===== config.mk =====
export PLATFORM = sky130hd
export DESIGN_NAME = uart_rx_fifo
export DESIGN_NICKNAME = d
export VERILOG_FILES = /design/src/rtl/uart_rx_fifo.sv
export SDC_FILE = /design/constraint.sdc
export NUM_CORES = 1
export LEC_CHECK = 0
export CORE_MARGIN = 5
export CORE_UTILIZATION = 57
export DETAILED_ROUTE_END_ITERATION = 8
export DONT_BUFFER_PORTS = 1
export MAX_ROUTING_LAYER = met4
export PLACE_DENSITY_LB_ADDON = 0.3
export SYNTH_ARGS = -nofsm -noshare
export SYNTH_HDL_FRONTEND = slang
export SYNTH_SLANG_ARGS = --single-unit

===== constraint.sdc =====
create_clock -name sys_clk -period 2.5 [get_ports sys_clk]
set_clock_uncertainty 0.1 [all_clocks]
set_input_delay 0.25 -clock sys_clk [delete_from_list [all_inputs] [get_ports sys_clk]]
set_output_delay 0.25 -clock sys_clk [all_outputs]
set_load 0.02 [all_outputs]

===== src/rtl/uart_rx_fifo.sv =====
// Receive byte buffer: captures held-ready UART bytes into a circular FIFO with FWFT read port.
// Latency: a byte captured on edge N is visible on rd_data/empty in the cycle after edge N.
// Backpressure: none toward the receiver; a byte arriving while full (and no pop) is dropped and flagged.
module uart_rx_fifo #(
  parameter int DEPTH_LOG2 = 4
) (
  input  logic                  sys_clk,
  input  logic                  rst_n,
  input  logic [7:0]            rx_data,
  input  logic                  rx_ready,
  output logic                  rx_ready_clear,
  input  logic                  rd_en,
  output logic [7:0]            rd_data,
  output logic                  empty,
  output logic                  full,
  output logic [DEPTH_LOG2:0]   count,
  output logic                  overflow,
  input  logic                  overflow_clear
);

  localparam int                    DEPTH    = 1 << DEPTH_LOG2;
  localparam logic [DEPTH_LOG2:0]   FULL_CNT = (DEPTH_LOG2+1)'(DEPTH);
  localparam logic [DEPTH_LOG2:0]   CNT_ONE  = (DEPTH_LOG2+1)'(1);
  localparam logic [DEPTH_LOG2-1:0] PTR_ONE  = (DEPTH_LOG2)'(1);

  typedef enum logic {
    S_IDLE = 1'b0,
    S_ACK  = 1'b1
  } state_e;

  state_e                state_q, state_d;
  logic                  rx_ready_clear_q, rx_ready_clear_d;
  logic                  push_req;

  logic [7:0]            mem_q [DEPTH];
  logic [DEPTH_LOG2-1:0] wr_ptr_q, wr_ptr_d;
  logic [DEPTH_LOG2-1:0] rd_ptr_q, rd_ptr_d;
  logic [DEPTH_LOG2:0]   count_q, count_d;
  logic                  overflow_q, overflow_d;

  logic                  fifo_empty, fifo_full;
  logic                  do_pop, do_push, do_drop;

  // Ack FSM state and registered clear handshake
  always_ff @(posedge sys_clk or negedge rst_n) begin
    if (!rst_n) begin
      state_q          <= S_IDLE;
      rx_ready_clear_q <= 1'b0;
    end else begin
      state_q          <= state_d;
      rx_ready_clear_q <= rx_ready_clear_d;
    end
  end

  // Ack FSM next state: leave IDLE on a ready byte, return once ready has dropped
  always_comb begin
    state_d = state_q;
    case (state_q)
      S_IDLE:  if (rx_ready)  state_d = S_ACK;
      S_ACK:   if (!rx_ready) state_d = S_IDLE;
      default: state_d = S_IDLE;
    endcase
  end

  // Ack FSM outputs: a byte is taken only on IDLE->ACK; clear follows ready while acknowledging
  always_comb begin
    push_req         = 1'b0;
    rx_ready_clear_d = 1'b0;
    case (state_q)
      S_IDLE: begin
        push_req         = rx_ready;
        rx_ready_clear_d = rx_ready;
      end
      S_ACK: begin
        rx_ready_clear_d = rx_ready;
      end
      default: begin
        push_req         = 1'b0;
        rx_ready_clear_d = 1'b0;
      end
    endcase
  end

  assign fifo_empty = (count_q == '0);
  assign fifo_full  = (count_q == FULL_CNT);

  // FIFO control: a pop on a full FIFO frees the slot the incoming byte needs
  always_comb begin
    do_pop     = rd_en && !fifo_empty;
    do_push    = push_req && (!fifo_full || do_pop);
    do_drop    = push_req && fifo_full && !do_pop;
    wr_ptr_d   = wr_ptr_q;
    rd_ptr_d   = rd_ptr_q;
    count_d    = count_q;
    overflow_d = overflow_q;
    if (do_push) wr_ptr_d = wr_ptr_q + PTR_ONE;
    if (do_pop)  rd_ptr_d = rd_ptr_q + PTR_ONE;
    if (do_push && !do_pop)      count_d = count_q + CNT_ONE;
    else if (!do_push && do_pop) count_d = count_q - CNT_ONE;
    // a drop in the same cycle as a clear request must stay visible
    if (do_drop)             overflow_d = 1'b1;
    else if (overflow_clear) overflow_d = 1'b0;
  end

  // FIFO pointers, occupancy and sticky overflow
  always_ff @(posedge sys_clk or negedge rst_n) begin
    if (!rst_n) begin
      wr_ptr_q   <= '0;
      rd_ptr_q   <= '0;
      count_q    <= '0;
      overflow_q <= 1'b0;
    end else begin
      wr_ptr_q   <= wr_ptr_d;
      rd_ptr_q   <= rd_ptr_d;
      count_q    <= count_d;
      overflow_q <= overflow_d;
    end
  end

  // Storage has no reset; contents are only observed through a valid head
  always_ff @(posedge sys_clk) begin
    if (do_push) mem_q[wr_ptr_q] <= rx_data;
  end

  assign rx_ready_clear = rx_ready_clear_q;
  assign rd_data        = fifo_empty ? 8'h00 : mem_q[rd_ptr_q];
  assign empty          = fifo_empty;
  assign full           = fifo_full;
  assign count          = count_q;
  assign overflow       = overflow_q;

endmodule


==> metrics.md, run 1 <==
| Metric | Value |
|---|---|
| Status | complete, but fails checks |
| Failing checks | negative setup slack |
| P&R area growth vs syn | 20.67% |
| Worst-case reg-to-reg path depth | 10 |
| Pin count of the biggest net entering global routing | 25 |
| Area fraction of the dominant cell type after synthesis | 0.6500 |
| Post-route insts no fill | 498 |
| Layout cells sized above 1 | 0.3398 |
| HP Class | primary input to asynchronous set/reset pin |
| Hold Fails Final Rpt | 0 |
| Gpl congestion | 0.7715 |
| # DRC | 0 |
| Post-DRT Antenna Nets | 0 |
| CP Cell Sequence | buf_12, buf_16, mux4_2, mux2_4, o21ai_4, a21oi_4 |
| DP HPWL | 6757 um |
| Grt ovf | 0 |
| Leak | 2.429 nW |
| Required @ worst endpoint | 2150 ps |
| First-pass GRT wire length | 17,810 um |
| Setup ws final | -90.17 ps |
| Fin crit share | 1.036 |
| Peak supply drop | 0.0008471 V |
| Clock power frac | 0.282 |
| DP Cell Count | 445 |
| Commonest cells after routing, fill and taps aside | 128 x edfxtp_1, 28 x mux4_2, 23 x buf_4 |
| Yosys reg bits | 143 |
| Post-synthesis area per instance | 19.45 um2 |
| Nets | 372 |
| Final min period | 2590 ps |
| Max Fanout on Critical Path | 8 |
| Core area | 0.01023 mm2 |
| Power Density | 1193 mW/mm2 |
| Synth unique cells | 39 |
| Rows | 37 |
| Initial antenna violation count | 0 |
| Synth top area cells | edfxtp_1 65%, mux4_2 8.8%, dfrtp_1 6.3% |
| Switching part of the total | 0.3181 |
| H-tree levels | 4 |
| Initial Util | 0.5780 |
| Worst-Skew Late Latency | 520 ps |
| Slew Limit Fails | 0 |
| Mapped cell area | 0.005913 mm2 |
| Total global routing track utilization | 0.2014 |
| Die X | 111.9 um |
| CTS Buf Count | 17 |
| Reg clk slew, reported paths | 60 ps |
| Fmax | 386.1 MHz |
| Hold Worst Slack | 119.0 ps |
| Unrepaired setup endpoints after global routing | true |
| Switch Pwr | 2.707 mW |
| WS Path Type | flip-flop to output pin |
| Number of buffers and inverters on the critical path | 2 |
| Vias/cell | 5.855 |
| Vias in the first global route | 3,085 |
| Syn_nets | 327 |
| Clk root buf | clkbuf_8 |
| Num Clock Sinks | 143 |
| CP max stage delay | 520 ps |
| Post-Route WL | 11,430 um |
| CTS Buffer Depth | 2 |
| Commonest non-fill, non-tap cell in the layout | edfxtp_1 |
| DR pass1 iterations | 4 |
| IO Count | 30 |
| Worst path arrival time | 2240 ps |
| Vias | 2,916 |
| Count of input and output buffers | 0 |
| Internal reg-to-reg setup slack | 40 ps |
| R2r startpoint | count[2]$_DFFE_PN0P_ |
| DR iter-0 viols | 198 |
| Place WS | -16.34 ps |
| Worst slew margin | 0.3240 |
| Worst r2r dst | count[4]$_DFFE_PN0P_ |
| Max cap viols | 0 |
| Combinational power share | 0.352 |
| Slew @ Worst Pin | 1010 ps |
| Sequential share of power | 0.366 |
| Register area share after synthesis | 0.7135 |
| Routed len/inst | 22.95 um |
| Worst setup SP type | flip-flop |
| Final setup viols | 8 |
| Die ar. | 0.01251 mm2 |
| Power Internal | 5.804 mW |
| Delay-heaviest family, CP | multiplexers |
| N_diodes | 0 |
| Post-synthesis cell count | 304 |
| Yosys warnings | 0 |
| CTS tree | done |
| Setup crit end kind | output pin |
| Area leader, netlist | edfxtp_1 |
| Slowest cell on crit path | mux4_2 |
| Die Height | 111.9 um |
state kept, by name, indices dropped and copies added, names as in the netlist:
name            count
wr_ptr_q            4
overflow            1
rd_ptr_q            4
rx_ready_clear      1
mem_q             128
count               5
cells by family (layout without fill, tap and decap cells):
| kind of cell | after synthesis | after routing | synth area share |
|---|---|---|---|
| compound gates | 28 | 28 | 0.02709 |
| xor+xnor | 9 | 9 | 0.01333 |
| fa+ha+maj | 10 | 10 | 0.02243 |
| buf+inv | 22 | 80 | 0.02941 |
| flops | 143 | 143 | 0.7135 |
| mux | 51 | 51 | 0.1619 |
| simple gates | 41 | 41 | 0.03237 |
power by group through the flow:
stage	clock, mW	sequential, mW	combinational (mW)
6_report	2.40	3.11	3.00
4_1_cts	2.43	3.11	2.98
3_3_place_gp	0	3.08	2.35
5_1_grt	2.56	3.14	3.22
3_5_place_dp	0	3.09	2.38
2_1_floorplan	0	3.05	1.96
metal layers:
layer  routed length [um]  global-route usage  share of wire  vias to the layer above
met5                    0                   -              0                        -
met4                  165             0.06569          0.014                        0
met3                  893             0.05109          0.078                       16
met2                 5790              0.3141           0.51                      111
met1                 4583              0.2627           0.40                     1481
li1                     -                   -              -                     1308
final cells by class:
class                      instances  area [um2]
timing repair buffer              42       442.9
multi-input combinational        139        1704
sequential                       143        4225
tap                              136       170.2
inverter                           6       25.02
fill                             622        3095
clock buffer                      19       421.7
clock inverter                    13       146.4
stage by stage:
| stage | total power [mW] | util | TNS (ps) | area (um2) |
|---|---|---|---|---|
| after global placement | 5.427 | 0.6033 | 0 | 6172 |
| after global routing | 8.915 | 0.6974 | -1229 | 7136 |
| final | 8.511 | 0.6974 | -491.2 | 7136 |
| after CTS | 8.520 | 0.6941 | -630.1 | 7102 |
| after detailed placement | 5.470 | 0.6033 | -16.34 | 6172 |
| after floorplan | 5.004 | - | 0 | 5958 |
what timing repair did:
item,CTS,global route
pin swaps,1,8
setup buffers,3,3
hold endpoints to repair,149,0
gates cloned,2,0
setup endpoints to repair,9,9
hold buffers,13,0
gates resized for setup,40,2
cells in the mapped netlist:
master	number
buf_12	2
fa_1	1
nor3_1	7
xor2_1	1
clkbuf_4	1
a2111oi_0	1
edfxtp_1	128
buf_4	1
xnor2_1	8
a31oi_2	1
ha_1	9
inv_2	1
mux2_1	2
clkbuf_8	1
mux2i_1	9
a21o_1	2
o31ai_1	1
nand4_1	1
mux4_1	9
dfrtp_1	15
o21ai_1	10
nand3_1	2
o22ai_1	1
clkbuf_1	3
nand2b_1	4
nor2_1	12
a21oi_1	10
mux2_2	8
and3_1	1
buf_1	1
and2_1	1
mux4_2	23
buf_6	2
nand2_1	12
nor4_2	1
buf_2	3
o21ai_0	2
inv_1	5
buf_8	2
worst max path at each step:
stage                             from  cells after the start  slack [ps]                   end
6_report       rd_ptr_q[1]$_DFFE_PN0N_                      6         -90            rd_data[1]
5_1_grt        rd_ptr_q[1]$_DFFE_PN0N_                      6        -170            rd_data[1]
4_1_cts        rd_ptr_q[1]$_DFFE_PN0N_                      6        -100            rd_data[1]
3_5_place_dp      count[2]$_DFFE_PN0P_                     10         -20  count[4]$_DFFE_PN0P_
3_3_place_gp      count[2]$_DFFE_PN0P_                     10          60  count[4]$_DFFE_PN0P_
2_1_floorplan     count[2]$_DFFE_PN0P_                     10          10  count[4]$_DFFE_PN0P_
Note: power is estimated with default switching activity, not from simulation.
==> inputs of run 2 (changes only) <==
- CORE_UTILIZATION: 57 -> 54
- DONT_BUFFER_PORTS: 1 -> default
==> metrics.md, run 2 (synthesis gave the netlist of run 1 again) <==
| Metric | Value |
|---|---|
| H-tree levels | 4 (unchanged) |
| Worst Setup SP | rd_ptr_q[1]$_DFFE_PN0N_ (unchanged) |
| Initial Util | 0.5479 (was 0.5780) |
| Hold Worst Slack | 63.79 ps (was 119.0 ps) |
| Post-route insts no fill | 531 (was 498) |
| Internal reg-to-reg setup slack | 70 ps (was 40 ps) |
| Max cap viols | 0 (unchanged) |
| IO Count | 30 (unchanged) |
| Crit path to | rd_data[2] (was rd_data[1]) |
| Die X | 114.6 um (was 111.9 um) |
| Gpl congestion | 0.7927 (was 0.7715) |
| Worst setup SP type | flip-flop (unchanged) |
| CTS Buffer Depth | 2 (unchanged) |
| Power Density | 1199 mW/mm2 (was 1193 mW/mm2) |
| Fmax | 371.6 MHz (was 386.1 MHz) |
| Fin area | 0.007312 mm2 (was 0.007136 mm2) |
| Clk root buf | clkbuf_8 (unchanged) |
| Die ar. | 0.01314 mm2 (was 0.01251 mm2) |
| Unrepaired setup endpoints after global routing | true (unchanged) |
| Reg clk slew, reported paths | 60 ps (about the same) |
| Setup crit end kind | output pin (unchanged) |
| Grt ovf | 0 (unchanged) |
| N_diodes | 0 (unchanged) |
| DR iter-0 viols | 289 (was 198) |
| Nets | 401 (was 372) |
| Total power | 8.764 mW (was 8.511 mW) |
| CTS Buf Count | 17 (unchanged) |
| Delay-heaviest family, CP | multiplexers (unchanged) |
| Layout cells sized above 1 | 0.3760 (was 0.3398) |
| Worst-case reg-to-reg path depth | 10 (unchanged) |
| Peak supply drop | 0.0007804 V (was 0.0008471 V) |
| # DRC | 0 (unchanged) |
| Die Height | 114.6 um (was 111.9 um) |
| Initial antenna violation count | 0 (unchanged) |
| Total global routing track utilization | 0.2057 (was 0.2014) |
| Final min period | 2691 ps (was 2590 ps) |
| R2r startpoint | count[2]$_DFFE_PN0P_ (unchanged) |
| Number of buffers and inverters on the critical path | 2 (unchanged) |
| Fin crit share | 1.077 (was 1.036) |
| Rows | 38 (was 37) |
| Core area | 0.01079 mm2 (was 0.01023 mm2) |
| First-pass GRT wire length | 18,660 um (was 17,810 um) |
| Setup TNS | -1300 ps (was -491.2 ps) |
| DR pass1 iterations | 4 (unchanged) |
| Status | complete, but fails checks (unchanged) |
| Hold Fails Final Rpt | 0 (unchanged) |
| DP HPWL | 7493 um (was 6757 um) |
| Vias in the first global route | 3,294 (was 3,085) |
| Layout fillers | 683 (was 622) |
| Count of input and output buffers | 29 (was 0) |
| Slew @ Worst Pin | 879.2 ps (was 1010 ps) |
| Worst slew margin | 0.4139 (was 0.3240) |
| CP max stage delay | 530 ps (was 520 ps) |
| CTS tree | done (unchanged) |
| Met1 track demand over resource | 0.2667 (was 0.2627) |
| CTS hold repair buffers | 0 (was 13) |
| Setup ws final | -191.4 ps (was -90.17 ps) |
| Largest register by flop count | mem_q (unchanged) |
| CP Cell Sequence | buf_12, mux4_2, mux2_2, o21ai_2, a21oi_2, buf_6 (was buf_12, buf_16, mux4_2, mux2_4, o21ai_4, a21oi_4) |
| Reg area | 0.004224 mm2 (was 0.004225 mm2) |
| Slew Limit Fails | 0 (unchanged) |
| Most used routing layer | met2 (unchanged) |
| Vias/cell | 5.708 (was 5.855) |
| GR Util met3 | 0.05444 (was 0.05109) |
| HP Class | primary input to asynchronous set/reset pin (unchanged) |
| Routed len/inst | 22.32 um (was 22.95 um) |
| Failing checks | negative setup slack (unchanged) |
| Pin count of the biggest net entering global routing | 26 (was 25) |
| Commonest cells after routing, fill and taps aside | 128 x edfxtp_1, 39 x buf_4, 32 x mux4_2 (was 128 x edfxtp_1, 28 x mux4_2, 23 x buf_4) |
| Worst r2r dst | count[4]$_DFFE_PN0P_ (unchanged) |
| Post-Route WL | 11,850 um (was 11,430 um) |
| Num Clock Sinks | 143 (unchanged) |
| Post-DRT Antenna Nets | 0 (unchanged) |
| Met2 Resource Use GR | 0.3198 (was 0.3141) |
| Final setup viols | 8 (unchanged) |
| Vias | 3,031 (was 2,916) |
| Slowest cell on crit path | mux4_2 (unchanged) |
| WS Path Type | flip-flop to output pin (unchanged) |
| P&R area growth vs syn | 23.66% (was 20.67%) |
| Cell count along the critical path | 6 (unchanged) |
| DP Cell Count | 492 (was 445) |
| Required @ worst endpoint | 2150 ps (about the same) |
| Largest register FFs | 128 (unchanged) |
| Worst-Skew Late Latency | 520 ps (about the same) |
| Max Fanout on Critical Path | 6 (was 8) |
| Leak | 2.557 nW (was 2.429 nW) |
| Worst path arrival time | 2340 ps (was 2240 ps) |
| Placed inst area | 0.006573 mm2 (was 0.006172 mm2) |
| Area occupied by multi-input gates | 0.001615 mm2 (was 0.001704 mm2) |
| Commonest non-fill, non-tap cell in the layout | edfxtp_1 (unchanged) |
-- run 2: how the worst min path moves through the flow --
| stage | startpoint | endpoint | slack [ps] | cells past startpoint |
|---|---|---|---|---|
| floorplan | rst_n | count[0]$_DFFE_PN0P_ | -150 | 0 |
| global placement | overflow$_DFFE_PN0P_ | overflow$_DFFE_PN0P_ | 420 | 2 |
| detailed placement | overflow$_DFFE_PN0P_ | overflow$_DFFE_PN0P_ | 430 | 2 |
| CTS | rst_n | count[2]$_DFFE_PN0P_ | 70 | 1 |
| global route | rx_ready | rx_ready_clear$_DFF_PN0_ | 80 | 1 |
| finish | rst_n | count[2]$_DFFE_PN0P_ | 60 | 1 |
-- run 2: what timing repair did --
action | 4_1_cts | 5_1_grt
endpoints found under the hold margin | 0 | 0
endpoints found under the setup margin | 11 | 9
pin swaps | 1 | 6
gates resized for setup | 66 | 17
cloned | 2 | 0
buffers inserted | 5 | 1
-- run 2: cell type report --
class,instances,area share
Sequential cell,143,0.5777
Clock buffer,20,0.06092
Tap cell,140,0.02396
Timing Repair Buffer,71,0.09120
Inverter,6,0.003422
Clock inverter,12,0.02190
Multi-Input combinational cell,139,0.2209
-- run 2: metrics by stage --
step	setup WS [ps]	utilization
CTS	-198.2	0.6709
detailed placement	-93.84	0.6090
global placement	-60.35	0.6090
global route	-274.2	0.6775
floorplan	12.71	-
finish	-191.4	0.6775
-- run 2: report_power, final --
part / switching, mW / internal (mW)
sequential: 0.265 / 2.83
clock: 0.939 / 1.58
combinational: 1.47 / 1.68
-- run 2: routing by layer --
layer,up-vias,wire [um]
li1,1373,-
met1,1523,4944
met2,122,5913
met3,13,831
met4,0,160
met5,-,0
==> inputs of run 3 (changes only) <==
--- a/config.mk
+++ b/config.mk
@@ -7,5 +7,5 @@
 export LEC_CHECK = 0
 export CORE_MARGIN = 5
-export CORE_UTILIZATION = 54
+export CORE_UTILIZATION = 40
 export DETAILED_ROUTE_END_ITERATION = 8
 export MAX_ROUTING_LAYER = met4
--- a/constraint.sdc
+++ b/constraint.sdc
@@ -3,3 +3,3 @@
 set_input_delay 0.25 -clock sys_clk [delete_from_list [all_inputs] [get_ports sys_clk]]
 set_output_delay 0.25 -clock sys_clk [all_outputs]
-set_load 0.02 [all_outputs]
+set_load 0.05 [all_outputs]
==> metrics.md, run 3 (synthesis gave the netlist of run 1 again) <==
| Metric | Value |
|---|---|
| Largest register FFs | 128 (unchanged) |
| Worst r2r dst | count[4]$_DFFE_PN0P_ (unchanged) |
| Required @ worst endpoint | 2150 ps (about the same) |
| Pin count of the biggest net entering global routing | 25 (was 26) |
| Post-Route WL | 11,910 um (was 11,850 um) |
| Rows | 44 (was 38) |
| Final min period | 2628 ps (was 2691 ps) |
| Commonest non-fill, non-tap cell in the layout | edfxtp_1 (unchanged) |
| Initial antenna violation count | 0 (unchanged) |
| Setup crit end kind | output pin (unchanged) |
| Internal reg-to-reg setup slack | 130 ps (was 70 ps) |
| Largest register by flop count | mem_q (unchanged) |
| Max Fanout on Critical Path | 7 (was 6) |
| Hold Fails Final Rpt | 0 (unchanged) |
| Grt ovf | 0 (unchanged) |
| Setup ws final | -127.8 ps (was -191.4 ps) |
| Vias | 3,046 (was 3,031) |
| DP HPWL | 7469 um (was 7493 um) |
| Vias in the first global route | 3,265 (was 3,294) |
| P&R area growth vs syn | 26.81% (was 23.66%) |
| Die ar. | 0.01731 mm2 (was 0.01314 mm2) |
| Unrepaired setup endpoints after global routing | true (unchanged) |
| Core area | 0.01453 mm2 (was 0.01079 mm2) |
| Placed inst area | 0.006613 mm2 (was 0.006573 mm2) |
| Slew Limit Fails | 0 (unchanged) |
| HP Class | primary input to asynchronous set/reset pin (unchanged) |
| Final Core Density | 0.5159 (was 0.6775) |
| CTS Buffer Depth | 2 (unchanged) |
| Count of input and output buffers | 29 (unchanged) |
| Worst-case reg-to-reg path depth | 10 (unchanged) |
| Num Clock Sinks | 143 (unchanged) |
| Reg clk slew, reported paths | 60 ps (about the same) |
| Worst path arrival time | 2280 ps (was 2340 ps) |
| Layout fillers | 1,198 (was 683) |
| Power Density | 1274 mW/mm2 (was 1199 mW/mm2) |
| R2r startpoint | count[1]$_DFFE_PN0P_ (was count[2]$_DFFE_PN0P_) |
| IO Count | 30 (unchanged) |
| Commonest cells after routing, fill and taps aside | 128 x edfxtp_1, 39 x buf_4, 32 x mux4_2 (unchanged) |
| Status | complete, but fails checks (unchanged) |
| H-tree levels | 4 (unchanged) |
| N_diodes | 0 (unchanged) |
| Hold Worst Slack | 157.1 ps (was 63.79 ps) |
| Worst-Skew Late Latency | 410 ps (was 520 ps) |
| Post-DRT Antenna Nets | 0 (unchanged) |
| # DRC | 0 (unchanged) |
| Worst slew margin | 0.2724 (was 0.4139) |
| Routed len/inst | 20.68 um (was 22.32 um) |
| DR iter-0 viols | 225 (was 289) |
| Fin crit share | 1.051 (was 1.077) |
| DR pass1 iterations | 4 (unchanged) |
| Final setup viols | 8 (unchanged) |
| Total global routing track utilization | 0.1474 (was 0.2057) |
| Slew @ Worst Pin | 1091 ps (was 879.2 ps) |
| Layout cells sized above 1 | 0.3903 (was 0.3760) |
| Initial Util | 0.4069 (was 0.5479) |
| WS Path Type | flip-flop to output pin (unchanged) |
| CTS tree | done (unchanged) |
| Gpl congestion | 0.8356 (was 0.7927) |
| CTS Buf Count | 17 (unchanged) |
| Fin area | 0.007498 mm2 (was 0.007312 mm2) |
| Leak | 2.609 nW (was 2.557 nW) |
| Vias/cell | 5.288 (was 5.708) |
| Fmax | 380.5 MHz (was 371.6 MHz) |
| Peak supply drop | 0.0008105 V (was 0.0007804 V) |
| Die Height | 131.6 um (was 114.6 um) |
| Worst setup SP type | flip-flop (unchanged) |
| Nets | 403 (was 401) |
| Die X | 131.6 um (was 114.6 um) |
| Max cap viols | 0 (unchanged) |
| First-pass GRT wire length | 18,710 um (was 18,660 um) |
| Clk root buf | clkbuf_16 (was clkbuf_8) |
| Failing checks | negative setup slack (unchanged) |
## run 3: layer usage
layer	GRT usage	vias to the layer above	routed length (um)
met5	-	-	0
met3	0.03135	21	419
met1	0.1879	1593	5325
li1	-	1363	-
met2	0.2311	69	5925
met4	0.06057	0	244
## run 3: final cells by class
type,count,area [um2],area share
Clock inverter,12,216.5,0.02887
Sequential cell,143,4227,0.5637
Clock buffer,19,432.9,0.05773
Tap cell,184,230.2,0.03070
Multi-Input combinational cell,139,1645,0.2194
Timing Repair Buffer,73,721.9,0.09628
Inverter,6,25.02,0.003337
## run 3: critical path, stage by stage (launching register included)
cell,delay (ps)
dfrtp_2,460
clkbuf_16,190
mux4_2,500
mux2_4,300
o21ai_2,140
a21oi_2,60
buf_6,210
## run 3: through the flow
step	setup WS, ps	power (mW)	cells	setup TNS [ps]
4_1_cts	-173.0	9.332	571	-1289
3_5_place_dp	-22.81	6.259	535	-22.81
3_3_place_gp	66.59	6.218	535	0
6_report	-127.8	9.556	576	-799.5
5_1_grt	-202.4	9.987	576	-1503
2_1_floorplan	-48.29	5.444	304	-48.29
## run 3: timing repair
action | 4_1_cts | 5_1_grt
hold buffers | 0 | 0
gates cloned | 2 | 0
gates resized for setup | 22 | 27
setup endpoints to repair | 8 | 9
pin swaps | 0 | 3
setup buffers | 3 | 5
## run 3: how the worst max path moves through the flow
stage                                        from                    to  slack (ps)  cells after the start
after floorplan              count[2]$_DFFE_PN0P_  count[4]$_DFFE_PN0P_         -50                     10
after global placement                   rx_ready  count[4]$_DFFE_PN0P_          70                     10
after detailed placement                 rx_ready  count[4]$_DFFE_PN0P_         -20                     10
after CTS                 rd_ptr_q[1]$_DFFE_PN0N_            rd_data[2]        -170                      6
after global routing      rd_ptr_q[1]$_DFFE_PN0N_            rd_data[6]        -200                      6
final                     rd_ptr_q[1]$_DFFE_PN0N_            rd_data[6]        -130                      6
## run 3: power breakdown
part           internal [mW]  total (mW)  switching (mW)
Combinational           1.75        3.65            1.89
Clock                   1.86        2.78           0.920
Sequential              2.83        3.13           0.299
Total                   6.44        9.56            3.11
